==> src/rtl/noise_pkg.sv <==
// noise_pkg: shared state encoding and constants for the noise injector datapath
package noise_pkg;
  typedef enum logic [1:0] {EMPTY, RAW, DONE} state_t;
  localparam logic [31:0] LFSR_TAPS = 32'h8020_0003;
  localparam logic [31:0] LFSR_SEED_DEF = 32'h0000_0001;
  localparam int GAIN_STEP = 4;
endpackage

==> src/rtl/noise_lfsr.sv <==
// noise_lfsr: 32-bit right-shifting Galois LFSR, advances only when step is high
module noise_lfsr
  import noise_pkg::*;
#(
  parameter logic [31:0] SEED = LFSR_SEED_DEF
) (
  input  logic        clk,
  input  logic        reset,
  input  logic        step,
  output logic [31:0] lfsr
);
  always_ff @(posedge clk or negedge reset)
    if (!reset) lfsr <= SEED;
    else if (step) lfsr <= (lfsr >> 1) ^ (lfsr[0] ? LFSR_TAPS : 32'h0);
endmodule

==> src/rtl/noise_injector.sv <==
// noise_injector: stereo hold/noise/write datapath with saturating scaled LFSR noise
module noise_injector
  import noise_pkg::*;
#(
  parameter int DATA_W = 24,
  parameter int NOISE_W = 8,
  parameter logic [31:0] LFSR_SEED = LFSR_SEED_DEF
) (
  input  logic              clk,
  input  logic              reset,
  input  logic              read_ena,
  input  logic              noise_ena,
  input  logic              write_ena,
  input  logic [1:0]        noise_gain,
  input  logic [DATA_W-1:0] left_in,
  input  logic [DATA_W-1:0] right_in,
  output logic [DATA_W-1:0] left_out,
  output logic [DATA_W-1:0] right_out,
  output logic              out_valid,
  output logic              sat_flag,
  output logic              seq_err
);
  state_t state;
  logic [DATA_W-1:0] hold_l, hold_r;
  logic sat_l, sat_r;
  logic [31:0] lfsr;
  logic [3:0] shift;
  logic noise_ok, noise_err, write_ok, write_err;
  logic [DATA_W:0] add_l, add_r;
  // Returns {clamped, result}: sample plus scaled noise in DATA_W+1 bits, clamped on overflow
  function automatic logic [DATA_W:0] sat_add(input logic [DATA_W-1:0] s, input logic [NOISE_W-1:0] n,
                                               input logic off, input logic [3:0] sh);
    logic [DATA_W:0] nx, sum;
    nx = off ? '0 : {{(DATA_W+1-NOISE_W){n[NOISE_W-1]}}, n} << sh;
    sum = {s[DATA_W-1], s} + nx;
    return (sum[DATA_W] != sum[DATA_W-1]) ? {1'b1, sum[DATA_W], {(DATA_W-1){~sum[DATA_W]}}}
                                          : {1'b0, sum[DATA_W-1:0]};
  endfunction
  always_comb begin
    shift = 4'(GAIN_STEP) * {2'b00, noise_gain - 2'd1};
    noise_ok = noise_ena && !read_ena && !write_ena && state == RAW;
    noise_err = noise_ena && !noise_ok;
    write_ok = write_ena && state != EMPTY;
    write_err = write_ena && state == EMPTY;
    add_l = sat_add(hold_l, lfsr[NOISE_W-1:0], noise_gain == 2'd0, shift);
    add_r = sat_add(hold_r, lfsr[31:32-NOISE_W], noise_gain == 2'd0, shift);
  end
  noise_lfsr #(.SEED(LFSR_SEED)) u_lfsr (
    .clk(clk),
    .reset(reset),
    .step(noise_ok),
    .lfsr(lfsr)
  );
  always_ff @(posedge clk or negedge reset)
    if (!reset) begin
      state <= EMPTY;
      hold_l <= '0;
      hold_r <= '0;
      sat_l <= 1'b0;
      sat_r <= 1'b0;
      left_out <= '0;
      right_out <= '0;
      out_valid <= 1'b0;
      sat_flag <= 1'b0;
      seq_err <= 1'b0;
    end else begin
      out_valid <= write_ok;
      seq_err <= noise_err || write_err;
      if (write_ok) begin
        left_out <= hold_l;
        right_out <= hold_r;
        sat_flag <= sat_l | sat_r;
      end
      if (read_ena) begin
        hold_l <= left_in;
        hold_r <= right_in;
        sat_l <= 1'b0;
        sat_r <= 1'b0;
        state <= RAW;
      end else if (write_ok) begin
        state <= EMPTY;
      end else if (noise_ok) begin
        hold_l <= add_l[DATA_W-1:0];
        hold_r <= add_r[DATA_W-1:0];
        sat_l <= add_l[DATA_W];
        sat_r <= add_r[DATA_W];
        state <= DONE;
      end
    end
endmodule

==> config.mk <==
export PLATFORM = sky130hd
export DESIGN_NAME = noise_injector
export DESIGN_NICKNAME = d
export VERILOG_FILES = /design/src/rtl/noise_pkg.sv /design/src/rtl/noise_lfsr.sv /design/src/rtl/noise_injector.sv
export SDC_FILE = /design/constraint.sdc
export NUM_CORES = 1
export LEC_CHECK = 0
export BUFFER_PORTS_ARGS = -buffer_cell sky130_fd_sc_hd__clkbuf_2
export CAP_MARGIN = 0
export CORE_ASPECT_RATIO = 1.25
export CORE_MARGIN = 5
export CORE_UTILIZATION = 60
export DETAILED_ROUTE_END_ITERATION = 8
export GPL_ROUTABILITY_DRIVEN = 0
export PLACE_DENSITY = 0.83
export SYNTH_ARGS = -nofsm -noshare
export SYNTH_HDL_FRONTEND = slang
export SYNTH_HIERARCHICAL = 1
export SYNTH_SLANG_ARGS = --single-unit
==> constraint.sdc <==
create_clock -name clk -period 5.5 [get_ports clk]
set_clock_uncertainty 0.1 [all_clocks]
set_input_delay 0.825 -clock clk [delete_from_list [all_inputs] [get_ports clk]]
set_output_delay 0.825 -clock clk [all_outputs]
set_load 0.02 [all_outputs]
==> results of run 1 <==
==> logic make-up (layout without fill, tap and decap cells) <==
logic type      after synthesis  after routing  synth area share
flops                       135            135            0.3770
mux                          77             77            0.1069
compound gates              313            313            0.2335
buf+inv                      73            175           0.04062
fa+ha+maj                    51             51           0.07286
simple gates                249            249            0.1309
xor+xnor                     39             39           0.03811
==> metal layers <==
layer  up-vias  GRT usage  part of all wire
met5         -          0                 0
met4         0     0.1112             0.028
met3        53    0.05502             0.054
met2       262     0.4662              0.51
met1      3686     0.3207              0.41
li1       3603          -                 -
==> stage by stage <==
step	total power (W)	util	setup slack, ps
floorplan	0.002785	-	862.6
global placement	0.003184	0.6441	429.4
detailed placement	0.003226	0.6441	236.1
CTS	0.004528	0.6892	636.1
global route	0.004788	0.6892	102.2
finish	0.004513	0.6892	551.8
==> power by group <==
part	switching (W)	internal, W
Sequential	0.000195	0.00124
Clock	0.000414	0.000865
Combinational	0.00106	0.000745
==> registers in the layout, summed over array words and instances, names as in the netlist <==
register     flops
hold_l          24
hold_r          24
left_out        24
out_valid        1
right_out       24
sat_flag         1
sat_l            1
sat_r            1
seq_err          1
state            2
u_lfsr/lfsr     32
==> worst paths after layout <==
path | startpoint | to | depth (start not counted)
setup / recovery | noise_gain[0] | hold_l[7] | 16
hold / removal | reset | hold_r[17] | 1
setup reg to reg | u_lfsr/lfsr[0] | hold_l[7] | 13
hold reg to reg | right_out[1] | right_out[1] | 2
max in group asynchronous | reset | hold_l[16] | 2
min in group clk | right_out[1] | right_out[1] | 2
==> synth_stat cells (all sizes together), types with 4 or more instances <==
cell type	number
o21a	10
nand2b	9
nor2b	8
o221ai	4
nor3	20
a211o	4
nor2	52
a21o	17
a21boi	6
or3	8
a221o	4
a211oi	11
inv	28
nand4	8
a31oi	7
ha	49
and3	14
clkbuf	31
dfrtp	134
a22oi	12
and2	12
xor2	17
buf	14
nand3	12
nand2	98
a21oi	111
xnor2	22
o211ai	14
mux2	75
o21ai	81
==> cell type report <==
cell class                 instances  area (sq um)
clock inverter                     7         162.7
tap                              182         227.7
sequential                       135          3379
multi-input combinational        729          5231
clock buffer                      25         505.5
timing repair buffer             115         606.8
inverter                          28         105.1
fill                            1187          4608
==> critical path, cell delays in order <==
cell,delay [ps]
clkbuf_2,90
inv_1,90
ha_1,670
nand2b_1,250
nor3_1,250
ha_1,250
inv_1,60
fa_1,380
nand2b_1,190
a211oi_1,310
o41ai_1,170
a21oi_1,210
a2bb2oi_1,150
nor3_2,700
nand2_1,380
o211ai_1,210
==> layout by cell type (no fill, tap or decap), drive strengths merged, types with 3 or more instances in the layout <==
master | Yosys | final
nand4 | 8 | 8
o21a | 10 | 10
nor2 | 52 | 52
o211ai | 14 | 14
o21bai | 3 | 3
bufinv | 0 | 5
and3 | 14 | 14
inv | 28 | 28
and2 | 12 | 12
xnor2 | 22 | 22
or3 | 8 | 8
a211oi | 11 | 11
buf | 14 | 11
nor2b | 8 | 8
o221ai | 4 | 4
a221o | 4 | 4
xor2 | 17 | 17
ha | 49 | 49
a221oi | 3 | 3
nor3 | 20 | 20
a21boi | 6 | 6
o21ai | 81 | 81
a311oi | 3 | 3
a22oi | 12 | 12
clkbuf | 31 | 129
a31oi | 7 | 7
a2111oi | 3 | 3
nand3 | 12 | 12
dfrtp | 134 | 134
nand2b | 9 | 9
a21oi | 111 | 111
o2bb2ai | 3 | 3
a211o | 4 | 4
mux2 | 75 | 75
a21o | 17 | 17
nand2 | 98 | 98
==> key figures, run 1 <==
Logic synthesis
  • Post-Syn Instances: 937
  • Post-synth EDFFs: 0
  • Synthesized area per cell: 9.566 sq um
  • Area fraction of the dominant cell type after synthesis: 0.3741
  • Post-synth cell types: 75
  • Register area share after synthesis: 0.3770
  • Synth Warn #: 6
  • Mapped Area: 8964 sq um
  • FF+latch count, synth: 135
  • Synth area leaders: dfrtp_1 (37%), ha_1 (6.8%), mux2_2 (6.3%)
  • Ys async rst share: 1.000
  • Primary FF master, synth: dfrtp_1
  • Synth area leader: dfrtp_1
  • Syn_nets: 1043

Power
  • Pwr dens: 441.6 nW/um^2
  • Leakage: between 4 and 5 nW
  • Max IR drop VDD: 0.1888 mV

GRT
  • Tot GR Track Use: 0.2674
  • Largest net degree at the start of global routing: 86
  • Vias in the first global route: 7647
  • GR Overflow Total: 0
  • First-pass GRT wire length: 38040 um
  • Initial antenna violation count: 0

Final layout
  • Post-Layout Cell Count: 1221
  • Final non-filler cell area: 10220 sq um
  • Ant. Diodes: 0
  • Share of cells above drive strength 1: 0.2589
  • Layout Nets: ~1100
  • Syn-to-layout area delta: 14.00%

STA
  • FMAX: 202.1 MHz
  • Fin Setup TNS: 0 ps
  • Tightest hold margin: 324.4 ps
  • Worst Max-Slew Pin Slew: 1298 ps
  • Final worst-path cycle share: 0.8997
  • Final setup fails: 0
  • Max Slew Vio Count: 0
  • Slew HR: 0.1336
  • RSZ-0062 raised after global routing: false
  • Crit path time final: a little under 5000 ps
  • Final hold violations: 0

Floorplanning
  • IO Pins: 106
  • Rows: 50
  • Starting density of the core: 0.6046
  • Die ar.: between 15000 and 20000 sq um
  • Die width: 119.3 um
  • Core footprint: 14830 sq um
  • Die Ht: between 100 and 150 um

Placed design
  • Placed Cells incl. Taps: 1189
  • Port bufs: 105
  • HPWL Detailed: 16210 um
  • Placed inst area: 9550 sq um

Critical path
  • Setup CP Type: in2reg
  • Crit path max fanout: 23
  • Worst R2R Setup Slack: 1390 ps
  • Worst setup EP type: register
  • Arrival @ worst endpoint: around 5200 ps
  • Startpoint Class: input port
  • Req. time, crit path: 5730 ps

Drt
  • DRC: 0
  • Vias per cell: 6.228
  • Iteration-0 DRC Markers: between 600 and 700
  • Drt wl/cell: 18.58 um
  • Drt pass-1 iters: 5
  • DR vias: approximately 7600
  • Remaining antenna violation count: 0
  • Drt total wl: ~23000 um

Clock tree
  • Htree depth: 4
  • TritonCTS Sinks: ~140
  • CTS resizes: 0
  • Num CTS Buffers: 17
  • Worst skew pair latency: 420 ps
  • Root Buffer: clkbuf_16
  • Clock transition at the registers of the reported paths: 60 ps
  • Maximum clock path buffer count: 2
  • Hold Buf Count CTS: 0
  • Postcts setup bufs: 0
  • TritonCTS clock tree: done

Outcome
  • Status: complete, no violations

Flow run
  • Max-cap violations: 0

Worst hold path
  • Hold crit path type: in2async
Power figures use the tool's default switching activity.
==> run 2: changes to the inputs <==
--- a/config.mk
+++ b/config.mk
@@ -8,7 +8,7 @@
 export BUFFER_PORTS_ARGS = -buffer_cell sky130_fd_sc_hd__clkbuf_2
 export CAP_MARGIN = 0
 export CORE_ASPECT_RATIO = 1.25
-export CORE_MARGIN = 5
+export CORE_MARGIN = 2
 export CORE_UTILIZATION = 60
 export DETAILED_ROUTE_END_ITERATION = 8
 export GPL_ROUTABILITY_DRIVEN = 0
==> key figures, run 2 (synthesis results as in run 1) <==
Drt
  • Remaining antenna violation count: 0
  • DR vias: slightly below 8000
  • Drt wl/cell: around 19 um
  • Drt total wl: 22830 um
  • Iteration-0 DRC Markers: 635
  • Drt pass-1 iters: 7
  • Vias per cell: 6.334
  • DRC: 0

Final layout
  • Most frequent cells in the layout: dfrtp_1 (134), clkbuf_2 (104), nand2_1 (97)
  • Commonest non-fill, non-tap cell in the layout: dfrtp_1
  • Syn-to-layout area delta: 14.29%
  • Post-layout util: 0.7051
  • Register Area: 3379 sq um
  • Ant. Diodes: 0
  • Max reg flops: 32
  • Biggest register: u_lfsr/lfsr
  • Multi-input gate area: 5231 sq um
  • Fill count: between 1000 and 1500
  • Share of cells above drive strength 1: 0.2620
  • Layout Nets: 1135

GRT
  • Vias in the first global route: 7374
  • GRT met1 Usage: 0.3618
  • Busiest layer in global routing: met2
  • First-pass GRT wire length: 37400 um
  • Met3 Track Usage GR: 0.05718
  • GR Overflow Total: 0
  • Tot GR Track Use: 0.2950
  • Initial antenna violation count: 0
  • Met2 Use GR: 0.5005
  • Largest net degree at the start of global routing: 85

STA
  • Final hold violations: 0
  • Max Slew Vio Count: 0
  • Final setup fails: 0
  • Fin Setup TNS: 0 ps
  • Final worst-path cycle share: 0.8747
  • Crit path time final: 4811 ps
  • Worst Max-Slew Pin Slew: 772.4 ps
  • Slew HR: 0.4851
  • FMAX: 207.9 MHz
  • RSZ-0062 raised after global routing: false

Clock tree
  • Clock transition at the registers of the reported paths: 60 ps
  • Root Buffer: clkbuf_16
  • Maximum clock path buffer count: 2
  • CTS resizes: 0
  • Htree depth: 4
  • Postcts setup bufs: 0
  • TritonCTS Sinks: 135
  • Num CTS Buffers: 17
  • Hold Buf Count CTS: 0
  • TritonCTS clock tree: done
  • Worst skew pair latency: 430 ps

Critical path
  • R2r worst-path depth: 13
  • R2r endpoint: hold_l[5]
  • Setup CP Type: in2reg
  • Max incr delay on CP: 650 ps
  • Crit-path slowest cell: nor3_2
  • Cell Chain, Critical Path: clkbuf_2 > inv_1 > ha_1 > nand2b_1 > nor3_1 > ha_1 > inv_1 > fa_1 > nand2b_1 > a211oi_1 > o41ai_1 > a21oi_1 > a2bb2oi_1 > nor3_2 > nor2_2 > a221oi_1
  • Worst setup path startpoint: noise_gain[0]
  • Crit path to: hold_l[5]
  • Crit path max fanout: 14
  • Worst R2R Setup Slack: 1330 ps
  • Req. time, crit path: between 5000 and 6000 ps
  • Worst setup EP type: register
  • Arrival @ worst endpoint: ~5000 ps
  • Reg2reg start: u_lfsr/lfsr[0]
  • Startpoint Class: input port

Floorplanning
  • Die ar.: roughly 16000 sq um
  • Die Ht: 140.7 um
  • IO Pins: 106
  • Rows: 49
  • Core footprint: 14530 sq um
  • Die width: 113.3 um
  • Starting density of the core: 0.6169

Placed design
  • HPWL Detailed: between 15000 and 20000 um
  • Port bufs: about 110

Power
  • Pwr dens: 443.7 nW/um^2
  • Leakage: ~4.8 nW
  • Max IR drop VDD: between 0.15 and 0.2 mV

Worst hold path
  • Hold crit path type: in2async

Flow run
  • Max-cap violations: 0

Outcome
  • Status: complete, no violations
## run 2: how the worst min path moves through the flow
| stage | from | endpoint | cells after the start |
|---|---|---|---|
| 2_1_floorplan | hold_l[11] | hold_l[11] | 2 |
| 3_3_place_gp | sat_flag | sat_flag | 2 |
| 3_5_place_dp | sat_flag | sat_flag | 2 |
| 4_1_cts | reset | right_out[19] | 1 |
| 5_1_grt | right_out[3] | right_out[3] | 1 |
| 6_report | reset | right_out[17] | 1 |
## run 2: report_power, final
group	internal (W)	leakage, nW	switching [W]
logic	0.000748	2.82	0.00108
registers	0.00124	1.68	0.000193
clock network	0.000844	0.319	0.000437
total	0.00283	4.82	0.00172
## run 2: cell type report
class,instances,share of cell area
clock buffer,26,0.05166
timing repair buffer,118,0.06265
clock inverter,6,0.01319
inverter,28,0.01026
multi-input combinational,729,0.5106
tap,178,0.02174
sequential,135,0.3299
## run 2: critical path, delay by kind of cell
family / cells / cell delay (ps)
AO/OA/AOI/OAI: 5 / 1150
buffers and inverters: 3 / 240
adder cells (fa/ha/maj): 3 / 1160
AND/OR/NAND/NOR: 5 / 1640
## run 2: metrics by stage
stage / setup slack [ps] / instance area (sq um) / hold slack, ps / cells / power, W
2_1_floorplan: 862.6 / 8964 / 373.9 / 937 / 0.002785
3_3_place_gp: 476.1 / 9580 / 364.3 / 1188 / 0.003185
3_5_place_dp: 306.7 / 9580 / 379.0 / 1188 / 0.003234
4_1_cts: 707.7 / 10240 / 389.0 / 1220 / 0.004537
5_1_grt: 314.2 / 10240 / 409.5 / 1220 / 0.004785
6_report: 689.3 / 10240 / 349.0 / 1220 / 0.004546
## run 2: layer usage
layer  wire (um)  up-vias
met4         815        0
met3        1312       72
li1            -     3620
met5           0        -
met1        9138     3719
met2       11560      317
==> run 3: changes to the inputs <==
--- a/config.mk
+++ b/config.mk
@@ -12,6 +12,7 @@
 export CORE_UTILIZATION = 60
 export DETAILED_ROUTE_END_ITERATION = 8
 export GPL_ROUTABILITY_DRIVEN = 0
+export MAX_ROUTING_LAYER = met4
 export PLACE_DENSITY = 0.83
 export SYNTH_ARGS = -nofsm -noshare
 export SYNTH_HDL_FRONTEND = slang
==> key figures, run 3 (synthesis results as in run 1) <==
Power
  • Pwr dens: 444.0 nW/um^2
  • Leakage: 4.821 nW
  • Max IR drop VDD: 0.1757 mV

Clock tree
  • Maximum clock path buffer count: 2
  • Num CTS Buffers: 17
  • Clock transition at the registers of the reported paths: 60 ps
  • Root Buffer: clkbuf_16
  • TritonCTS Sinks: 135
  • Worst skew pair latency: between 400 and 500 ps
  • TritonCTS clock tree: done
  • Htree depth: 4
  • CTS resizes: 0
  • Hold Buf Count CTS: 0
  • Postcts setup bufs: 0

Floorplanning
  • Die Ht: 140.7 um
  • Die width: 113.3 um
  • Die ar.: 15940 sq um
  • IO Pins: 106
  • Starting density of the core: 0.6169
  • Core footprint: 14530 sq um
  • Rows: 49

Final layout
  • Max reg flops: 32
  • Share of cells above drive strength 1: 0.2620
  • Layout Nets: 1135
  • Most frequent cells in the layout: dfrtp_1 (134), clkbuf_2 (104), nand2_1 (97)
  • Ant. Diodes: 0
  • Syn-to-layout area delta: 14.29%
  • Commonest non-fill, non-tap cell in the layout: dfrtp_1
  • Biggest register: u_lfsr/lfsr
  • Fill count: about 1100

Drt
  • Drt pass-1 iters: 5
  • DRC: 0
  • Drt total wl: 22940 um
  • Iteration-0 DRC Markers: 581
  • Vias per cell: 6.368
  • DR vias: 7769
  • Drt wl/cell: 18.80 um
  • Remaining antenna violation count: 0

Critical path
  • Req. time, crit path: 5720 ps
  • Setup CP Type: in2reg
  • Crit path max fanout: 14
  • Arrival @ worst endpoint: 5040 ps
  • Worst R2R Setup Slack: 1310 ps
  • Worst setup EP type: register
  • Startpoint Class: input port
  • R2r endpoint: hold_l[5]
  • R2r worst-path depth: 13
  • Reg2reg start: u_lfsr/lfsr[0]

Flow run
  • Max-cap violations: 0

Outcome
  • Status: complete, no violations

GRT
  • Tot GR Track Use: 0.3038
  • Vias in the first global route: 7377
  • Largest net degree at the start of global routing: 85
  • First-pass GRT wire length: 37380 um
  • GR Overflow Total: 0
  • Initial antenna violation count: 0

STA
  • Slew HR: 0.4871
  • Worst Max-Slew Pin Slew: slightly below 800 ps
  • FMAX: 207.2 MHz
  • Final worst-path cycle share: 0.8773
  • Crit path time final: slightly below 5000 ps
  • Fin Setup TNS: 0 ps
  • Max Slew Vio Count: 0
  • Final hold violations: 0
  • Tightest hold margin: 358.3 ps
  • Final setup fails: 0
  • RSZ-0062 raised after global routing: false

Placed design
  • Port bufs: 105
  • HPWL Detailed: 16130 um

Worst hold path
  • Hold crit path type: in2async
## run 3: layer usage
| layer | track usage | routed length [um] | vias to the layer above |
|---|---|---|---|
| met3 | 0.05718 | 1394 | 77 |
| met5 | - | 0 | - |
| met4 | 0.1380 | 853 | 0 |
| met2 | 0.5002 | 11500 | 352 |
| met1 | 0.3627 | 9186 | 3724 |
| li1 | - | - | 3616 |
## run 3: per-stage QoR
stage | area, sq um | instances | setup slack (ps) | power (W) | utilization
3_3_place_gp | 9580 | 1188 | 476.1 | 0.003185 | 0.6593
5_1_grt | 10240 | 1220 | 295.5 | 0.004786 | 0.7051
2_1_floorplan | 8964 | 937 | 862.6 | 0.002785 | -
3_5_place_dp | 9580 | 1188 | 306.7 | 0.003234 | 0.6593
4_1_cts | 10240 | 1220 | 707.7 | 0.004537 | 0.7051
6_report | 10240 | 1220 | 674.7 | 0.004549 | 0.7051
## run 3: worst max-delay path by stage
| stage | start | to | slack, ps | cells past startpoint |
|---|---|---|---|---|
| after CTS | noise_gain[0] | hold_l[5] | 710 | 16 |
| after global placement | noise_gain[0] | hold_l[5] | 480 | 16 |
| final | noise_gain[0] | hold_l[5] | 670 | 16 |
| after global routing | noise_gain[0] | hold_l[5] | 300 | 14 |
| after floorplan | noise_gain[0] | hold_r[16] | 860 | 17 |
| after detailed placement | noise_gain[0] | hold_l[5] | 310 | 16 |
## run 3: area by class of cell
cell class,instances,area [sq um],share of cell area
Sequential cell,135,3379,0.3299
Clock inverter,6,135.1,0.01319
Inverter,28,105.1,0.01026
Clock buffer,26,529.3,0.05166
Multi-Input combinational cell,729,5231,0.5106
Tap cell,178,222.7,0.02174
Timing Repair Buffer,118,641.9,0.06265
## run 3: power by group
group | leakage [nW] | internal [W] | switching, W
registers | 1.68 | 0.00124 | 0.000194
logic | 2.82 | 0.000748 | 0.00109
clock network | 0.319 | 0.000844 | 0.000434
## run 3: critical path, stage by stage
cell and delay (ps):
clkbuf_2 90, inv_1 90, ha_1 510, nand2b_1 220, nor3_1 300, ha_1 250, inv_1 60, fa_1 400
nand2b_1 200, a211oi_1 290, o41ai_1 170, a21oi_1 220, a2bb2oi_1 150, nor3_2 650, nor2_2 280, a221oi_1 320
